===== config.mk =====
export PLATFORM = sky130hd
export DESIGN_NAME = run_ctrl
export DESIGN_NICKNAME = d
export VERILOG_FILES = /design/src/rtl/run_ctrl_pkg.sv /design/src/rtl/run_ctrl_tick.sv /design/src/rtl/run_ctrl.sv
export SDC_FILE = /design/constraint.sdc
export NUM_CORES = 1
export LEC_CHECK = 0
export CORE_MARGIN = 8
export CORE_UTILIZATION = 52
export CTS_BUF_LIST = sky130_fd_sc_hd__clkbuf_16
export DETAILED_ROUTE_END_ITERATION = 12
export HOLD_SLACK_MARGIN = 0.1
export PLACE_DENSITY = 0.95
export SETUP_SLACK_MARGIN = 0.05
export SLEW_MARGIN = 25
export SYNTH_ARGS = -nofsm -noshare
export SYNTH_HDL_FRONTEND = slang
export SYNTH_SLANG_ARGS = --single-unit

===== constraint.sdc =====
create_clock -name clk -period 4.6 [get_ports clk]
set_clock_uncertainty 0.05 [all_clocks]
set_input_delay 0.69 -clock clk [delete_from_list [all_inputs] [get_ports clk]]
set_output_delay 0.69 -clock clk [all_outputs]
set_load 0.05 [all_outputs]

===== src/rtl/run_ctrl_pkg.sv =====
// Shared state encoding and default parameter values for the run_ctrl test sequencer.
package run_ctrl_pkg;

    localparam int unsigned DEF_OBS_W         = 8;
    localparam int unsigned DEF_CNT_W         = 32;
    localparam int unsigned DEF_PRE_CYC       = 12;
    localparam int unsigned DEF_REPORT_PERIOD = 10;
    localparam int unsigned DEF_MAX_CYC       = 2000;
    localparam int unsigned DEF_STABLE_CYC    = 4;
    localparam logic        DEF_DUT_RST_ACT   = 1'b1;

    typedef enum logic [2:0] {
        ST_IDLE  = 3'd0,
        ST_RESET = 3'd1,
        ST_RUN   = 3'd2,
        ST_PASS  = 3'd3,
        ST_FAIL  = 3'd4
    } state_t;

endpackage


===== src/rtl/run_ctrl_tick.sv =====
// Modulo-PERIOD strobe: stb is high in the cycle after each enabled cycle taken at phase 0,
// so driving en with "next cycle is counted" yields a strobe aligned to counted cycles.
module run_ctrl_tick
    import run_ctrl_pkg::*;
#(
    parameter int unsigned PERIOD = DEF_REPORT_PERIOD
) (
    input  logic clk,
    input  logic rst,
    input  logic clr,
    input  logic en,
    output logic stb
);

    localparam int unsigned PW = (PERIOD > 1) ? $clog2(PERIOD) : 1;

    logic [PW-1:0] phase;

    always_ff @(posedge clk) begin
        if (rst || clr) begin
            phase <= '0;
            stb   <= 1'b0;
        end else begin
            stb <= en && (phase == '0);
            if (en) begin
                phase <= (phase == PW'(PERIOD - 1)) ? '0 : phase + PW'(1);
            end
        end
    end

endmodule


===== src/rtl/run_ctrl.sv =====
// Run controller: holds a DUT in reset, runs it for a cycle budget and latches a pass/fail verdict.
// Optional obs change tracing is built only when RUN_CTRL_OBS_TRACE_EN is defined.
module run_ctrl
    import run_ctrl_pkg::*;
#(
    parameter int unsigned OBS_W         = DEF_OBS_W,
    parameter int unsigned CNT_W         = DEF_CNT_W,
    parameter int unsigned PRE_CYC       = DEF_PRE_CYC,
    parameter int unsigned REPORT_PERIOD = DEF_REPORT_PERIOD,
    parameter int unsigned MAX_CYC       = DEF_MAX_CYC,
    parameter int unsigned STABLE_CYC    = DEF_STABLE_CYC,
    parameter logic        DUT_RST_ACT   = DEF_DUT_RST_ACT
) (
    input  logic             clk,
    input  logic             rst,
    input  logic             start,
    input  logic [OBS_W-1:0] obs,
    input  logic [OBS_W-1:0] pass_val,
    output logic             dut_rst,
    output logic             busy,
    output logic [CNT_W-1:0] cycle_cnt,
    output logic             report_stb,
    output logic             pass,
    output logic             fail,
    output logic [CNT_W-1:0] obs_chg_cnt
);

    localparam int unsigned PRE_W = (PRE_CYC > 1) ? $clog2(PRE_CYC) : 1;
    localparam int unsigned STB_W = $clog2(STABLE_CYC + 1);

    state_t           state, state_nxt;
    logic [PRE_W-1:0] pre_cnt, pre_nxt;
    logic [STB_W-1:0] stab_cnt, stab_nxt;
    logic [CNT_W-1:0] cnt_nxt;
    logic             pass_nxt, fail_nxt, dut_rst_nxt, busy_nxt;
    logic             start_ok;

    // State register plus registered copies of every next-state output.
    always_ff @(posedge clk) begin
        if (rst) begin
            state     <= ST_IDLE;
            pre_cnt   <= '0;
            stab_cnt  <= '0;
            cycle_cnt <= '0;
            pass      <= 1'b0;
            fail      <= 1'b0;
            dut_rst   <= DUT_RST_ACT;
            busy      <= 1'b0;
        end else begin
            state     <= state_nxt;
            pre_cnt   <= pre_nxt;
            stab_cnt  <= stab_nxt;
            cycle_cnt <= cnt_nxt;
            pass      <= pass_nxt;
            fail      <= fail_nxt;
            dut_rst   <= dut_rst_nxt;
            busy      <= busy_nxt;
        end
    end

    always_comb begin
        state_nxt   = state;
        pre_nxt     = pre_cnt;
        stab_nxt    = stab_cnt;
        cnt_nxt     = cycle_cnt;
        pass_nxt    = pass;
        fail_nxt    = fail;
        start_ok    = 1'b0;
        dut_rst_nxt = DUT_RST_ACT;
        busy_nxt    = 1'b0;

        case (state)
            ST_IDLE, ST_PASS, ST_FAIL: begin
                if (start) begin
                    state_nxt = ST_RESET;
                    start_ok  = 1'b1;
                    pre_nxt   = '0;
                    stab_nxt  = '0;
                    cnt_nxt   = '0;
                    pass_nxt  = 1'b0;
                    fail_nxt  = 1'b0;
                end
            end
            ST_RESET: begin
                if (pre_cnt == PRE_W'(PRE_CYC - 1)) begin
                    state_nxt = ST_RUN;
                end else begin
                    pre_nxt = pre_cnt + PRE_W'(1);
                end
            end
            ST_RUN: begin
                if (obs == pass_val) begin
                    stab_nxt = (stab_cnt == '1) ? stab_cnt : stab_cnt + STB_W'(1);
                end else begin
                    stab_nxt = '0;
                end
                // Pass takes priority over a coincident timeout; the final cycle count is kept.
                if (stab_nxt >= STB_W'(STABLE_CYC)) begin
                    state_nxt = ST_PASS;
                    pass_nxt  = 1'b1;
                end else if (cycle_cnt == CNT_W'(MAX_CYC - 1)) begin
                    state_nxt = ST_FAIL;
                    fail_nxt  = 1'b1;
                end else begin
                    cnt_nxt = (cycle_cnt == '1) ? cycle_cnt : cycle_cnt + CNT_W'(1);
                end
            end
            default: state_nxt = ST_IDLE;
        endcase

        // IDLE is only reachable through rst, where the DUT is held in reset.
        dut_rst_nxt = (state_nxt inside {ST_IDLE, ST_RESET}) ? DUT_RST_ACT : ~DUT_RST_ACT;
        busy_nxt    = (state_nxt inside {ST_RESET, ST_RUN});
    end

    run_ctrl_tick #(
        .PERIOD (REPORT_PERIOD)
    ) u_tick (
        .clk (clk),
        .rst (rst),
        .clr (start_ok),
        .en  (state_nxt == ST_RUN),
        .stb (report_stb)
    );

`ifdef RUN_CTRL_OBS_TRACE_EN
    logic [OBS_W-1:0] obs_prev;
    logic [CNT_W-1:0] chg_cnt;

    // obs_prev is refreshed through RESET so the first RUN cycle compares against it.
    always_ff @(posedge clk) begin
        if (rst) begin
            obs_prev <= '0;
            chg_cnt  <= '0;
        end else begin
            if (start_ok) begin
                chg_cnt <= '0;
            end else if (state == ST_RUN && obs != obs_prev && chg_cnt != '1) begin
                chg_cnt <= chg_cnt + CNT_W'(1);
            end
            if (state == ST_RESET || state == ST_RUN) begin
                obs_prev <= obs;
            end
        end
    end

    assign obs_chg_cnt = chg_cnt;
`else
    assign obs_chg_cnt = '0;
`endif

endmodule


# Word-level counts from Yosys, hierarchy flattened
# Index checks and enable logic that the tools add are counted.
# Widths: inputs -> output; s select.
[word_totals] word_cells=77 inputBits=19 output_inout_bits=69 ff_bits=51
[op_classes] addsub=4 order_cmp=1 n_mux=28 n_reduce_logical=15 n_eq_ne=19
[op_table] operator="$mux 32" n=4
[op_table] operator="$pmux 32 s2" n=1
[op_table] operator="$add 32x1->32 const B" n=1
[op_table] operator="$eq 32x11->1 const B" n=1
[op_table] operator="$eq 32x32->1 const B" n=1
[op_table] operator="$mux 3" n=8
[op_table] operator="$ne 2x2->1 const B" n=7
[op_table] operator="$mux 4" n=3
[op_table] operator="$eq 3x2->1 const B" n=3
[op_table] operator="$pmux 3 s3" n=1
[op_table] operator="$add 4x1->4 const B" n=2
[op_table] operator="$eq 4x4->1 const B" n=2
[op_table] operator="$eq 8x8->1" n=1
[op_table] operator="$pmux 4 s2" n=1
[op_table] operator="$reduce_bool 2->1" n=4
[op_table] operator="$mux 1" n=7
[op_table] operator="$eq 3x1->1 const B" n=2
[op_table] operator="$eq 3x3->1 const B" n=2
[op_table] operator="$logic_not 3->1" n=2
[op_table] operator="$pmux 3 s2" n=1
[op_table] operator="$reduce_and 3->1" n=2
[op_table] operator="$reduce_and 5->1" n=1
[op_table] operator="$logic_not 4->1" n=1
[op_table] operator="$pmux 1 s2" n=2
[op_table] operator="other kinds (7)" n=7

# Logic depth before layout (Yosys ltp)
[depth] word_depth=10 ltp_mapped=12 mapped_depth_nobuf=7

# By module
# Synthesis repeated with hierarchy kept, for this count alone.
[unflattened] cells_unflattened=352 area_unflattened_um2=3005.4
[by_module_without_submodules] module="run_ctrl" area_per_inst_um2=2786.4 instances=1 cells_per_inst=327 seq_area_each_um2=920.9
[by_module_without_submodules] module="run_ctrl_tick" area_per_inst_um2=219.0 instances=1 cells_per_inst=25 seq_area_each_um2=100.1

# Worst setup path after synthesis
# Ideal clock, no wire load.
[synth_timing] path_type="flip-flop to flip-flop" from="reg cycle_cnt[2]" to="reg cycle_cnt[27]" setup_slack_ns=1.869 stages_incl_launch_ff=10 period_less_slack_ns=2.731 arrival_time_ns=2.620 path_cell_list="dfxtp_1 > buf_6 > and4_1 > buf_6 > nand4_1 > or4_1 > or4_1 > clkbuf_1 > or4_1 > nand2_1"
[synth_between] elab_chain_cells=5
[synth_rtl] element="start, declared" line_no="run_ctrl.sv:21" source="output logic [CNT_W-1:0] cycle_cnt,"
[synth_rtl] element="start signal, assigned" line_no="run_ctrl.sv:53" source="cycle_cnt <= cnt_nxt;"
[synth_rtl] element="$add 32x1->32" line_no="run_ctrl.sv:105" source="cnt_nxt = (cycle_cnt == '1) ? cycle_cnt : cycle_cnt + CNT_W'(1);"
[synth_rtl] element="$mux 32" line_no="run_ctrl.sv:105"
[synth_rtl] element="$mux 32" line_no="run_ctrl.sv:101" source="end else if (cycle_cnt == CNT_W'(MAX_CYC - 1)) begin"
[synth_rtl] element="$mux 32" line_no="run_ctrl.sv:98" source="if (stab_nxt >= STB_W'(STABLE_CYC)) begin"
[synth_rtl] element="$pmux 32 s2" line_no="run_ctrl.sv:72" source="case (state)"
# Several ways; a longest one is shown, not always the timed one. The select of a mux whose other input is x is not followed.
# A chain may end at the register's enable or synchronous reset.

# Worst setup path after layout
[layout_timing] from="in obs[7]" to="reg cycle_cnt[16]"
[layout_between] elab_chain_cells=6
[layout_rtl] element="start, declared" line_no="run_ctrl.sv:17" source="input logic [OBS_W-1:0] obs,"
[layout_rtl] element="$eq 8x8->1" line_no="run_ctrl.sv:92" source="if (obs == pass_val) begin"
[layout_rtl] element="$mux 3" line_no="run_ctrl.sv:92"
[layout_rtl] element="$mux 3" line_no="run_ctrl.sv:72"
[layout_rtl] element="$ge 3x3->1" line_no="run_ctrl.sv:98"
[layout_rtl] element="$ne 2x2->1 (no source line)"
[layout_rtl] element="$reduce_and 5->1 (no source line)"
# No other way between the ends. The select of a mux whose other input is x is not followed.

==> impl_metrics.csv <==
group,metric,value,unit
run_status,outcome,"complete, no violations",
routing,via_per_inst,6.00,
clock_network,cts_hold_buf,0,
routing,met3WireLength,614,um
grt,grt_pass1_vias,2651,
floorplanning,die_width,92.4,um
clock_network,cts_resized,0,
sta,min_period_over_period,69.6,%
worst_setup_path,path_class,"in2reg",
sta,worst_pin_slew,819,ps
placed_design,dp_hpwl,5.56,mm
min_path,hp-class,"reg2reg",
floorplanning,coreArea,5780,um^2
placed_design,portBuffers,55,
yosys,synth_top_area_share,33.7,%
yosys,synth-edff-count,0,
clock_network,cts_buffers,5,
grt,antenna_found_initial,0,
routing,wl,7.71,mm
finish,area_growth,19.6,%
floorplanning,dieArea,8530,um^2
yosys,ys_async_sr_fraction,0,%
clock_network,cts_tree,"done",
power_and_ir_drop,clockPowerShare,41.8,%
routing,drtIter0Drc,277,
power_and_ir_drop,leakage,0.00127,uW
worst_setup_path,max_stage_delay,780,ps
min_path,holdPathEnd,"pass",
worst_setup_path,crit_slowest_cell,"nor4_2",
clock_network,clkSinkCount,51,
worst_setup_path,cp-start-kind,"primary input",
worst_setup_path,r2r_setup_slack,1540,ps
placed_design,place_congestion,0.966,
worst_setup_path,reg2regPathDepth,6,
power_and_ir_drop,internal_power,728,uW
yosys,synth_area,3030,um^2
floorplanning,fp-row-count,28,
grt,gr-total-overflow,0,
routing,top_layer,"met4",
min_path,worstHoldPathCells,2,
grt,grt.total_usage,17.0,%
finish,drive_gt1_share,4.76,%
yosys,ys_seq_area_share,33.7,%
flow_run,maxCapViolCount,0,
grt,grt_pass1_wl,12.3,mm
routing,met2_length,3.79,mm
worst_setup_path,r2r-start,"state[1]",
worst_setup_path,r2r_end,"cycle_cnt[16]",
yosys,syn_avg_cell_area,8.08,um^2
yosys,synth_cell_type_count,52,
worst_setup_path,cp_data_arrival_time,3300,ps
yosys,syn_inst,375,
sta,relSlewSlack,44.9,%
clock_network,post_cts_buffers,0,
routing,num_vias,2971,
worst_setup_path,startpoint,"obs[7]",
floorplanning,die_h,92.4,um
worst_setup_path,crit_required,4700,ps
clock_network,clockBufferDepth,2,
routing,wl_met1,3.07,mm
clock_network,htree_levels,2,
finish,stdcell_area,3630,um^2
sta,period_needed,3200,ps
power_and_ir_drop,p_switching,259,uW
floorplanning,initial_core_util,52.4,%
clock_network,cts-root-buf,"clkbuf_16",
floorplanning,io_pins,88,
routing,first_pass_iters,7,
routing,ant_nets,0,
sta,slew_violations,0,
yosys,synth_area_leaders,"dfxtp_1 34%, buf_4 8.2%, a21oi_1 5.9%, nand2_1 4.2%, or4_1 4.0%",
power_and_ir_drop,combPwrFrac,12.8,%
power_and_ir_drop,sequentialPowerShare,45.3,%
power_and_ir_drop,ir_worst_vdd,0.000188,V
worst_setup_path,cp_cell_sequence,"clkdlybuf4s50_1, xnor2_1, nand4_1, nor4_2, or3_1, or4_1, a21oi_1",
worst_setup_path,end_kind,"flop",
routing,wl_per_cell,15.6,um
sta,tns,0,ps
power_and_ir_drop,switching_share,26.2,%
yosys,ys.flop_type,"dfxtp_1",
placed_design,placedInstanceArea,3460,um^2
clock_network,path_clk_slew,70,ps
grt,grt_start_max_net_pins,26,
worst_setup_path,cp_max_fo,25,
power_and_ir_drop,power_density,272,nW/um^2
finish,n_antenna_cell,0,
min_path,min-delay-start,"pass",
yosys,yosys.area.top_type,"dfxtp_1",
sta,setup_violations,0,
routing,drc,0,
finish,layout.nets,441,
yosys,yosysWarnings,0,
yosys,ys_ff_latch,51,
sta,max_freq,312,MHz
sta,rsz0062_at_grt,"no",
finish,fillCellCount,491,
clock_network,clk_latency,290,ps
sta,hold_viol,0,
==> stage by stage <==
| stage | cells | worst slack, ps | total power [uW] | util [%] | hold WS, ps |
|---|---|---|---|---|---|
| floorplan | 406 | 1870 | 579 | - | 399 |
| global placement | 487 | 1310 | 579 | 59.8 | 410 |
| detailed placement | 487 | 1220 | 582 | 59.8 | 410 |
| CTS | 495 | 1480 | 986 | 62.7 | 425 |
| global route | 495 | 1210 | 1010 | 62.7 | 458 |
| finish | 495 | 1400 | 987 | 62.7 | 425 |
==> flip-flops by register name (all words and copies together), names as in the netlist <==
signal        flops
stab_cnt          3
busy              1
u_tick.stb        1
cycle_cnt        32
dut_rst           1
pass              1
pre_cnt           4
state             3
fail              1
u_tick.phase      4
==> layout make-up <==
class	count	area, um^2	area share (%)
Clock inverter	3	38.8	1.07
Clock buffer	5	125	3.45
Sequential cell	51	1020	28.1
Inverter	5	18.8	0.517
Multi-Input combinational cell	299	1760	48.6
Tap cell	75	93.8	2.59
Timing Repair Buffer	57	566	15.6
==> power groups by stage <==
stage	Clock [uW]	Sequential [uW]	Combinational [uW]
after CTS	414	447	125
final	413	447	126
after detailed placement	0	457	124
after global routing	431	448	134
after floorplan	0	458	120
after global placement	0	457	122
==> cell usage after synthesis (3+ instances only) <==
cell type / number
ha_1: 3
nand3_1: 14
o31ai_1: 9
nand2_1: 34
o21ai_0: 7
nand3b_1: 5
nor3_1: 9
o21ai_1: 5
a41o_1: 5
a31o_2: 3
nand2b_1: 5
nor2_1: 25
a21o_1: 3
nor2b_1: 4
buf_6: 4
and4_4: 3
nor4_1: 8
clkbuf_1: 11
xnor2_1: 13
or4_1: 16
buf_4: 33
dfxtp_1: 51
nand4_1: 12
a31oi_1: 4
a21oi_1: 36
and4_1: 6
inv_1: 5
or3_1: 11
==> worst max-delay path by stage <==
stage                         end  slack (ps)  depth (start not counted)
floorplan           cycle_cnt[27]        1870                          9
global placement    cycle_cnt[17]        1310                          7
global route        cycle_cnt[28]        1210                          7
detailed placement  cycle_cnt[17]        1220                          7
CTS                  cycle_cnt[5]        1480                          7
finish              cycle_cnt[16]        1400                          7
==> cell usage in the layout (no fill, tap or decap), drive strengths merged, types with 2 or more instances in the layout <==
cell | synthesis | layout
o21ai | 12 | 12
or3 | 11 | 11
nand4 | 12 | 12
o31ai | 9 | 9
buf | 40 | 2
nand2b | 5 | 5
nand3b | 5 | 5
mux2i | 2 | 2
nor4 | 10 | 10
or4 | 16 | 16
nor2 | 25 | 25
a31oi | 4 | 4
or2 | 2 | 2
and3 | 2 | 2
and4 | 9 | 9
a31o | 4 | 4
a21oi | 36 | 36
ha | 3 | 3
dfxtp | 51 | 51
clkinv | 0 | 2
nor3 | 9 | 9
conb | 1 | 32
and2 | 2 | 2
nor2b | 4 | 4
inv | 5 | 5
nand3 | 14 | 14
a21o | 3 | 3
clkdlybuf4s50 | 0 | 55
a41o | 5 | 5
nand2 | 34 | 34
xor2 | 2 | 2
o211ai | 2 | 2
xnor2 | 13 | 13
clkbuf | 11 | 5
==> critical path, delay by kind of cell <==
| family | cells | cell delay (ps) |
|---|---|---|
| compound gates | 1 | 60 |
| xor+xnor | 1 | 130 |
| buf+inv | 1 | 480 |
| simple gates | 4 | 1930 |
==> logic make-up after synthesis <==
logic type	synth area share [%]
buffers and inverters	12.1
multiplexers	0.660
adder cells (fa/ha/maj)	1.24
AND/OR/NAND/NOR	29.8
flip-flops	33.7
AO/OA/AOI/OAI	18.1
other	0.124
XOR/XNOR	4.33
==> layer usage <==
| layer | GRT usage (%) | vias up |
|---|---|---|
| met5 | 0 | - |
| met4 | 9.40 | 0 |
| met3 | 2.83 | 29 |
| met2 | 28.7 | 148 |
| met1 | 20.2 | 1381 |
| li1 | - | 1413 |
Power figures use the tool's default switching activity.
